==> src/rtl/sort_pkg.sv <==
// rtl/sort_pkg.sv - shared element/word types and constants for the sorter front end
package sort_pkg;

  localparam int ELEM_W = 4;
  localparam int N_ELEM = 4;

  typedef logic [ELEM_W-1:0]          elem_t;
  typedef logic [N_ELEM*ELEM_W-1:0]   word_t;
  typedef logic [$clog2(N_ELEM+1)-1:0] cnt_t;

  typedef enum logic {FILL, FULL} pack_state_t;

  // All-ones pads sort to the top of an ascending network
  localparam elem_t PAD_DEFAULT = 4'hF;

endpackage

==> src/rtl/nibble_packer_pad_fill.sv <==
// rtl/nibble_packer_pad_fill.sv - replaces every slot above the last real index with PAD
module pad_fill
  import sort_pkg::*;
#(
  parameter int             N     = N_ELEM,
  parameter int             W     = ELEM_W,
  parameter logic [W-1:0]   PAD   = PAD_DEFAULT,
  parameter int             IDX_W = (N > 1) ? $clog2(N) : 1
) (
  input  logic [N*W-1:0]   i_word,
  input  logic [IDX_W-1:0] i_last_idx,
  output logic [N*W-1:0]   o_word
);

  always_comb begin
    o_word = i_word;
    for (int k = 0; k < N; k++) begin
      if (k > int'(i_last_idx)) o_word[k*W +: W] = PAD;
    end
  end

endmodule

==> src/rtl/nibble_packer.sv <==
// rtl/nibble_packer.sv - gathers N elements per word, pads short groups, holds word until consumed
module nibble_packer
  import sort_pkg::*;
#(
  parameter int           N   = N_ELEM,
  parameter int           W   = ELEM_W,
  parameter logic [W-1:0] PAD = PAD_DEFAULT
) (
  input  logic                   clk,
  input  logic                   rst,
  input  logic                   in_valid,
  input  logic [W-1:0]           in_data,
  input  logic                   in_last,
  output logic                   in_ready,
  output logic                   out_valid,
  input  logic                   out_ready,
  output logic [N*W-1:0]         out_data,
  output logic [$clog2(N+1)-1:0] out_cnt
);

  localparam int IDX_W = (N > 1) ? $clog2(N) : 1;
  localparam int CNT_W = $clog2(N + 1);

  pack_state_t      r_state, w_next_state;
  logic [IDX_W-1:0] r_idx, w_next_idx, w_slot;
  logic [N*W-1:0]   r_word, w_written, w_padded;
  logic [CNT_W-1:0] r_cnt;
  logic             w_elem_xfer, w_word_xfer, w_complete;

  // The held word and the slots being filled share one register; a drain frees it on the same edge
  assign w_elem_xfer = in_valid && in_ready;
  assign w_word_xfer = out_valid && out_ready;
  assign w_slot      = (r_state == FULL) ? '0 : r_idx;
  assign w_complete  = w_elem_xfer && (in_last || (w_slot == IDX_W'(N - 1)));

  always_comb begin
    w_written = r_word;
    w_written[int'(w_slot)*W +: W] = in_data;
  end

  pad_fill #(.N(N), .W(W), .PAD(PAD), .IDX_W(IDX_W)) u_pad_fill (
    .i_word     (w_written),
    .i_last_idx (w_slot),
    .o_word     (w_padded)
  );

  always_ff @(posedge clk) begin
    if (rst) begin
      r_state <= FILL;
      r_idx   <= '0;
      r_word  <= '0;
      r_cnt   <= '0;
    end else begin
      r_state <= w_next_state;
      r_idx   <= w_next_idx;
      if (w_elem_xfer) r_word <= w_complete ? w_padded : w_written;
      if (w_complete)  r_cnt  <= CNT_W'(w_slot) + CNT_W'(1);
    end
  end

  always_comb begin
    w_next_state = r_state;
    w_next_idx   = r_idx;
    if (w_elem_xfer) begin
      if (w_complete) begin
        w_next_state = FULL;
        w_next_idx   = '0;
      end else begin
        w_next_state = FILL;
        w_next_idx   = w_slot + 1'b1;
      end
    end else if (w_word_xfer) begin
      w_next_state = FILL;
      w_next_idx   = '0;
    end
  end

  always_comb begin
    out_valid = (r_state == FULL);
    in_ready  = (r_state == FILL) ? 1'b1 : out_ready;
  end

  assign out_data = r_word;
  assign out_cnt  = r_cnt;

endmodule

==> config.mk <==
export PLATFORM = sky130hd
export DESIGN_NAME = nibble_packer
export DESIGN_NICKNAME = d
export VERILOG_FILES = /design/src/rtl/sort_pkg.sv /design/src/rtl/nibble_packer_pad_fill.sv /design/src/rtl/nibble_packer.sv
export SDC_FILE = /design/constraint.sdc
export NUM_CORES = 1
export LEC_CHECK = 0
export ABC_AREA = 1
export CAP_MARGIN = 20
export CELL_PAD_IN_SITES_DETAIL_PLACEMENT = 1
export CELL_PAD_IN_SITES_GLOBAL_PLACEMENT = 1
export CORE_ASPECT_RATIO = 1.1
export CORE_MARGIN = 3
export CORE_UTILIZATION = 40
export CTS_BUF_LIST = sky130_fd_sc_hd__clkbuf_8
export CTS_CLUSTER_SIZE = 40
export DETAILED_ROUTE_END_ITERATION = 12
export HOLD_SLACK_MARGIN = 0.05
export PLACE_DENSITY_LB_ADDON = 0.1
export SYNTH_ARGS = -nofsm -noshare
export SYNTH_HDL_FRONTEND = slang
export SYNTH_HIERARCHICAL = 1
export SYNTH_SLANG_ARGS = --single-unit
==> constraint.sdc <==
create_clock -name clk -period 3.15 [get_ports clk]
set_input_delay 0.315 -clock clk [delete_from_list [all_inputs] [get_ports clk]]
set_output_delay 0.315 -clock clk [all_outputs]
set_load 0.03 [all_outputs]
# After elaboration in Yosys (flattened, before gate mapping)
# Index checks and enable logic that the tools add are counted.
# classes
n_reduce_logical	5
shifts	2
n_addsub	3
n_lt_le_gt_ge	3
mux	13
n_eq_ne	1
# ops
operator	count
negator 4 -> 33 bit	1
variable shift 4 x 33 -> 16 bit (first input constant)	1
indexed part select 4 x 33 -> 16 bit	1
bitwise mux 16 bit	1
2-to-1 mux 16 bit	1
2-to-1 mux 4 bit	3
2-to-1 mux 2 bit	4
> comparator 2 bit (first input constant)	2
2-to-1 mux 1 bit	4
adder 2 x 1 -> 3 bit (second input constant)	1
logical AND 1 bit	3
adder 2 x 1 -> 2 bit (second input constant)	1
equality test 2 bit (second input constant)	1
> comparator 1 x 2 -> 1 bit (first input constant)	1
nonzero test 2 bit	1
logical OR 1 bit	1
# word_totals
inputBits	9
reg_bits	22
output_inout_bits	21

# Logic depth before layout (Yosys ltp)
# Gate-level depths: netlist of the first run.
# logic_depth
ltp_word	6
ltp_mapped	15
ltp_nobuf	14

# Cells and area by module
# The synthesis of the first run kept the hierarchy.
# by_module_without_submodules
mod	cells_per_inst	area_per_inst_um2	n_inst	seq_area_each_um2
nibble_packer	252	1503.9	1	440.4
pad_fill	25	136.4	1	0.0

# Worst setup path before layout of the first run
# OpenSTA, ideal clock, no wires.
# synth_timing
path_type	register to register
from	register r_state (netlist: out_valid)
to	register r_word[0] (netlist: out_data[0])
period_less_slack_ps	1967
setup_time_ps	70
n_path_buf	2
path_stages_with_launch	13
arrival_time_ps	1897
path_slack_ps	1183
path_cell_list	dfxtp_1 -> inv_2 -> nand2_2 -> buf_6 -> ha_1 -> inv_1 -> nand3_1 -> o21ai_1 -> buf_4 -> inv_1 -> nor2_1 -> nor2_1 -> a21oi_1
# synth_via
elab_chain_len	5
# synth_rtl
element	line	source
start, declared	nibble_packer.sv:24	pack_state_t r_state, w_next_state;
start signal, assigned	nibble_packer.sv:54	r_state <= w_next_state;
2-to-1 mux 2 bit (*)	nibble_packer.sv:33	assign w_slot = (r_state == FULL) ? '0 : r_idx;
negator 4 -> 33 bit (*)	nibble_packer.sv:38	w_written[int'(w_slot)*W +: W] = in_data;
indexed part select 4 x 33 -> 16 bit or variable shift 4 x 33 -> 16 bit (tied branches)	nibble_packer.sv:38	
bitwise mux 16 bit (*)	nibble_packer.sv:38	
via w_written[0]	nibble_packer.sv:26	logic [N*W-1:0] r_word, w_written, w_padded;
2-to-1 mux 16 bit (*)	nibble_packer.sv:56	if (w_elem_xfer) r_word <= w_complete ? w_padded : w_written;
end signal, assigned	nibble_packer.sv:56	
end, declared	nibble_packer.sv:26	
# Mark *: on every way through the listed nets, which the timed path passes. The rest lies on a longest branch.
# A chain may end at the register's enable or synchronous reset.

# Worst setup path after layout of the first run
# layout_timing
from	register r_state (netlist: out_valid)
to	register r_word[10] (netlist: out_data[10])
# layout_via
elab_chain_len	6
# layout_rtl
element	line	source
2-to-1 mux 2 bit (*)	nibble_packer.sv:33	
via w_slot[1]	nibble_packer.sv:25	logic [IDX_W-1:0] r_idx, w_next_idx, w_slot;
negator 4 -> 33 bit	nibble_packer.sv:38	
indexed part select 4 x 33 -> 16 bit or variable shift 4 x 33 -> 16 bit (tied branches)	nibble_packer.sv:38	
bitwise mux 16 bit	nibble_packer.sv:38	
2-to-1 mux 4 bit	nibble_packer_pad_fill.sv:18	if (k > int'(i_last_idx)) o_word[k*W +: W] = PAD;
2-to-1 mux 16 bit (*)	nibble_packer.sv:56	
# Marks and branches as above.

==> results.env, run 1 <==
GRT-OVFL-TOTAL=0
SYNTH_TOP_CELL_AREA_SHARE=0.2685
TRITONCTS.NUM_BUFFERS=3
SYNTH.YOSYS.SEQ_AREA_SHARE=0.2685
PLACE_AREA_UM2=1923
NUMCLOCKSINKS=22
DRIVE_ABOVE_1_SHARE=0.1067
REPORT.POWER.TOTAL_uW=704.1
DRT_FIRST_PASS_ITERS=4
FINAL_MAX_SLEW_VIOL_COUNT=0
TIMING.CRITICAL_PATH.FROM_TYPE='flop'
MAX_CAPACITANCE_VIOLATION_COUNT=0
ROUTED_WL_UM=4237
PORT_BUFFERS=29
CTS_SETUP_BUFFERS=0
GRT_FIRST_PASS_WIRELENGTH_UM=7445
MAXCLOCKFREQUENCY_GHz=0.4553
GRT_SETUP_UNREPAIRED='false'
DIE_H_UM=73.17
CLK-INSERTION-DELAY-LATE_NS=0.27
WORST_PIN_SLEW_NS=0.8794
SYNTH.FF_LATCH_COUNT=22
POST-ROUTE-MIN-PERIOD_NS=2.197
VDD_DROP_MAX_mV=0.1641
HOLDCRITPATHCLASS='flop to flop'
GR-USAGE-MET3=0.02003
GLOBALROUTEMET2UTIL=0.3450
CP.ARRIVAL_NS=2.38
WORST_EP_REQUIRED_TIME_NS=3.33
DETAIL_ROUTE.ITER0.VIOLATIONS=51
MASTER_CELL_OF_THE_CLOCK_ROOT_BUFFER='clkbuf_8'
PLACEMENTROWS=23
CTS_HTREE_LEVELS=1
TIMING.SETUP.TNS_NS=0
TRITONCTS='built'
POST-DP-HPWL_UM=3181
FINALCRITPERIODSHARE=0.6973
FIRST_GLOBAL_VIAS=1679
CRITICAL_PATH_PEAK_FANOUT=15
NETLIST_AREA_UM2=1640
SYNTH.DISTINCT_CELLS=22
YOSYSMOSTFREQUENTCELL='nand2_1'
SYN_TO_FINAL_GROWTH_PCT=19.76
PIN_COUNT=30
POST_DRT_WL_PER_CELL_UM=12.11
POSTCTSRESIZEDCELLS=0
GRTUSAGETOTAL=0.1961
POST-ROUTE-UTIL=0.5171
HOLD_FIX_BUFFERS_CTS=0
POST_SYNTH_MAIN_AREA_CONTRIBUTORS='dfxtp_1 27%, nand2_1 16%, inv_1 13%'
MAXIMUM_NUMBER_OF_PINS_ON_ONE_NET_BEFORE_GLOBAL_ROUTE_REPAIR=23
CRIT_TYPE='flop to flop'
SYNTH_ASYNC_SR_FLOP_SHARE=0
GLOBALROUTE.BUSIESTLAYER='met2'
REMAINING_DRC_ERRORS=0
DIE_WIDTH_UM=67.06
INITIAL_UTILIZATION=0.4318
SYNTH_NETS=292
ROUTE.VIAS.TOTAL=1621
POWER_DENSITY_nW_PER_UM2=358.5
NUMBER_OF_ENABLE_FLIP_FLOP_CELLS_AFTER_SYNTHESIS=0
DOMINANTREGCELLSYNTH='dfxtp_1'
DRT.ANTENNA.VIOLATING_NETS=0
DIODES=0
CLKTRANSATPATHREGS_NS=0.08
STATUS='finished clean'
CORE_AREA_UM2=3799
INITIAL_ANTENNA_VIOLATION_COUNT=0
SYNTHDOMINANTAREACELLTYPE='dfxtp_1'
YOSYS_WARNINGS=6
SYNTH_AREA_PER_CELL_UM2=5.922
STDCELL_AREA_UM2=1964
ROUTE.DETAILED.VIAS_PER_INST=4.631
FIN_NETS=317
GLOBALROUTEMET1UTIL=0.2479
FINCLKSKEW_NS=0.002734
WORSTSETUPENDPOINTTYPE='flop'
LEAKAGEPOWER_nW=0.9607
FINAL_WEIGHTED_CONGESTION_OF_ROUTABILITY_DRIVEN_GLOBAL_PLACEMENT=0.7732
YOSYS-TOP-CELLS-COUNT='72 x nand2_1, 57 x inv_1, 45 x nor2_1, 22 x a21oi_1, 22 x dfxtp_1'
RELSLEWSLACK=0.4119
CTS_BUFFER_DEPTH=2
FINAL_HOLD_VIOL_COUNT=0
FINALSETUPVIOLCOUNT=0
FP.DIEAREA_UM2=4906
SYNTH_CELLS=277
==> through the flow <==
step                instances  hold slack, ns  setup slack [ns]
floorplan                 277          0.3841             1.183
global placement          347          0.4527             1.046
detailed placement        347          0.4585            0.9412
CTS                       350          0.4742            0.9234
global route              350          0.5058            0.6309
finish                    350          0.4687            0.9535
==> final cells by class <==
cell class | instances | area (um^2)
fillers | 546 | 1834
flip-flops and latches | 22 | 440.4
well taps | 50 | 62.56
clock buffers | 3 | 41.29
multi-input cells | 182 | 873.3
repair buffers | 32 | 312.8
inverters | 61 | 234.0
==> power by group <==
group | internal, mW | leakage (nW) | switching, mW
sequential | 0.296 | 0.181 | 0.0135
combinational | 0.0805 | 0.758 | 0.132
clock | 0.0857 | 0.0216 | 0.0961
total | 0.462 | 0.961 | 0.242
==> path summary, 6_finish.rpt <==
path	to	slack (ns)	start	cells after the start
setup / recovery	out_data[10]	0.95	out_valid	12
hold / removal	out_cnt[2]	0.47	out_cnt[2]	2
setup reg to reg	out_data[10]	0.95	out_valid	12
hold reg to reg	out_cnt[2]	0.47	out_cnt[2]	2
==> routing by layer <==
| metal | routed length [um] | up-vias |
|---|---|---|
| met5 | 0 | - |
| met4 | 57 | 0 |
| met3 | 76 | 5 |
| met2 | 2153 | 16 |
| met1 | 1951 | 747 |
| li1 | - | 853 |
==> cells in the final DEF, fill, tap and decap left out, drive strengths merged <==
master         instances
inv                   61
dfxtp                 22
o21ai                  8
nor2                  57
clkbuf                 3
ha                     6
clkdlybuf4s50         29
nand3                  6
nand3b                 4
nand2                 79
buf                    3
a21oi                 22
==> sequential cells by signal, summed over array words and instances (netlist names) <==
register,cells
out_data,16
out_valid,1
r_idx,2
out_cnt,3
==> critical path: stages, from the launching register on <==
cell	delay, ns
dfxtp_1	0.36
inv_2	0.08
nand2_1	0.11
inv_1	0.08
buf_4	0.20
ha_1	0.20
inv_1	0.05
nand2_2	0.13
nand3_1	0.31
buf_4	0.30
nor2_1	0.10
nor2_1	0.05
a21oi_1	0.13
==> cells by family after synthesis <==
family          share of synthesized area
compound gates                    0.09840
fa+ha+maj                         0.04577
buf+inv                            0.1991
flops                              0.2685
simple gates                       0.3883
(Power assumes the default switching activity.)
==> inputs of run 2 (changes only) <==
Settings changed: CORE_UTILIZATION 40 to 33.
Clock period 3.15 ns to 1.89 ns, I/O delays scaled along.
==> results.env, run 2 (same netlist as run 1, synthesis figures left out) <==
MASTER_CELL_OF_THE_CLOCK_ROOT_BUFFER='clkbuf_8'
HOLD-PATH-ENDPOINT='out_cnt[2]'
PLACE_AREA_UM2=1984
N_FILL_CELL=643
FIN_NETS=328
TOP_SIGNAL_LAYER_USED='met4'
CRITICAL_PATH.SLOWEST_CELL='clkdlybuf4s50_1'
HOLD_FIX_BUFFERS_CTS=0
FINAL_HOLD_VIOL_COUNT=0
ROUTE.DETAILED.VIAS_PER_INST=4.523
PATH_CELLS='clkdlybuf4s50_1 > inv_1 > nand2_2 > clkdlybuf4s50_1'
PIN_COUNT=30
LARGEST_REGISTER_FFS=16
STDCELL_AREA_UM2=2135
STATUS='finished clean'
SYN_TO_FINAL_GROWTH_PCT=30.13
MAXIMUM_NUMBER_OF_PINS_ON_ONE_NET_BEFORE_GLOBAL_ROUTE_REPAIR=23
PORT_BUFFERS=29
INITIAL_ANTENNA_VIOLATION_COUNT=0
ROUTED_WL_UM=4489
CRITICAL_PATH_PEAK_FANOUT=4
POST_DRT_WL_PER_CELL_UM=12.23
CRIT_PATH_FREQUENT_CELL='clkdlybuf4s50_1'
POST-ROUTE-MIN-PERIOD_NS=1.728
TRITONCTS='built'
GRT_FIRST_PASS_WIRELENGTH_UM=7941
WORST_PIN_SLEW_NS=0.3214
POST-DP-HPWL_UM=3292
FINALSETUPVIOLCOUNT=0
R2R_START='out_valid'
WL_MET1_UM=2143
MET2ROUTEDLENGTH_UM=2209
ROUTED-WL-MET3_UM=99
FF_LATCH_AREA_UM2=447.9
DIODES=0
CTS_HTREE_LEVELS=1
MAX_CAPACITANCE_VIOLATION_COUNT=0
WORST_EP_REQUIRED_TIME_NS=1.70
REPORT.POWER.TOTAL_mW=1.215
TIMING.SETUP.TNS_NS=0
CLKTRANSATPATHREGS_NS=0.08
R2R_SETUP_SLACK_NS=0.19
GRT-OVFL-TOTAL=0
POST_LAYOUT_NONFILLER_INSTANCES=367
FINCLKSKEW_NS=0.006344
PLACEMENTROWS=26
FP.DIEAREA_UM2=5854
POWER_DENSITY_nW_PER_UM2=569.1
CRITICAL-PATH-MAX-STAGE-DELAY_NS=0.69
FIRST_GLOBAL_VIAS=1795
MOSTFREQUENTLAYOUTCELL='nand2_1'
DRT_FIRST_PASS_ITERS=4
HOLDCRITPATHCLASS='flop to flop'
NUMCLOCKSINKS=22
CORE_AREA_UM2=4717
MAXCLOCKFREQUENCY_GHz=0.5789
DETAIL_ROUTE.ITER0.VIOLATIONS=44
FINAL_MAX_SLEW_VIOL_COUNT=0
INITIAL_UTILIZATION=0.3477
CP.ARRIVAL_NS=1.54
WORST_HOLD_STARTPOINT='out_cnt[2]'
ROUTE.VIAS.TOTAL=1660
GRTUSAGETOTAL=0.1711
WORSTSETUPENDPOINTTYPE='output port'
DIE_H_UM=79.95
WORST_R2R_PATH_DEPTH=13
FINALCRITPERIODSHARE=0.9140
RELSLEWSLACK=0.7851
DRIVE_ABOVE_1_SHARE=0.1865
CRIT_TYPE='input pin to output port'
DIE_WIDTH_UM=73.22
CRITICAL_PATH.REG2REG.ENDPOINT='out_data[6]'
CTS_BUFFER_DEPTH=2
DP.CELLS=360
LEAKAGEPOWER_nW=1.020
MULTI_INPUT_AREA_UM2=933.4
DRT.ANTENNA.VIOLATING_NETS=0
FINAL_CELL_MIX='69 x nand2_1, 55 x inv_1, 40 x nor2_1'
FINAL_WEIGHTED_CONGESTION_OF_ROUTABILITY_DRIVEN_GLOBAL_PLACEMENT=0.7630
CLK-INSERTION-DELAY-LATE_NS=0.27
VDD_DROP_MAX_mV=0.2451
TIMING.CRITICAL_PATH.FROM_TYPE='input pin'
REMAINING_DRC_ERRORS=0
TRITONCTS.NUM_BUFFERS=3
TIMING.HOLD.WORST_PATH_DEPTH=2
## run 2: power breakdown
group	internal [mW]	leakage [nW]	switching [mW]
sequential	0.492	0.182	0.0245
clock	0.143	0.0216	0.168
combinational	0.158	0.816	0.229
## run 2: what timing repair did
item	4_1_cts	5_1_grt
endpoints found under the setup margin	0	16
buffers inserted	0	4
gates resized for setup	0	24
## run 2: routing by layer
metal,global-route usage,vias to the layer above
met5,0,-
met3,0.02141,4
li1,-,875
met2,0.3131,17
met1,0.2065,764
met4,0.04244,0
## run 2: critical path: cells and delay by family
kind	cells	cell delay [ns]
buffers and inverters	3	1.23
and+or+nand+nor	1	0.12
## run 2: area by class of cell
type	count	share of cell area
Timing Repair Buffer	43	0.1887
Inverter	61	0.1120
Clock buffer	3	0.01934
Multi-Input combinational cell	182	0.4373
Sequential cell	22	0.2098
Tap cell	56	0.03283
## run 2: worst max path at each step
stage / from / slack [ns] / to
floorplan: out_valid / 0.06 / out_data[0]
global placement: out_valid / 0.08 / out_data[11]
detailed placement: out_valid / 0.05 / out_data[11]
CTS: out_valid / 0.01 / out_data[11]
global route: out_valid / -0.02 / out_data[6]
finish: out_ready / 0.16 / in_ready
## run 2: stage by stage
stage,worst slack [ns],hold WS (ns),util
2_1_floorplan,0.05807,0.2581,-
3_3_place_gp,0.08467,0.4531,0.4207
3_5_place_dp,0.05030,0.4593,0.4207
4_1_cts,0.01401,0.4776,0.4294
5_1_grt,-0.01669,0.5035,0.4525
6_report,0.1624,0.4656,0.4525
==> inputs of run 3 (changes only) <==
Settings changed: CTS_CLUSTER_SIZE 40 to 25, HOLD_SLACK_MARGIN 0.05 to 0.15, SKIP_CTS_REPAIR_TIMING from default to 1.
==> results of run 3 <==
Same layout as run 2: the final DEF is identical, and so are final timing and power.
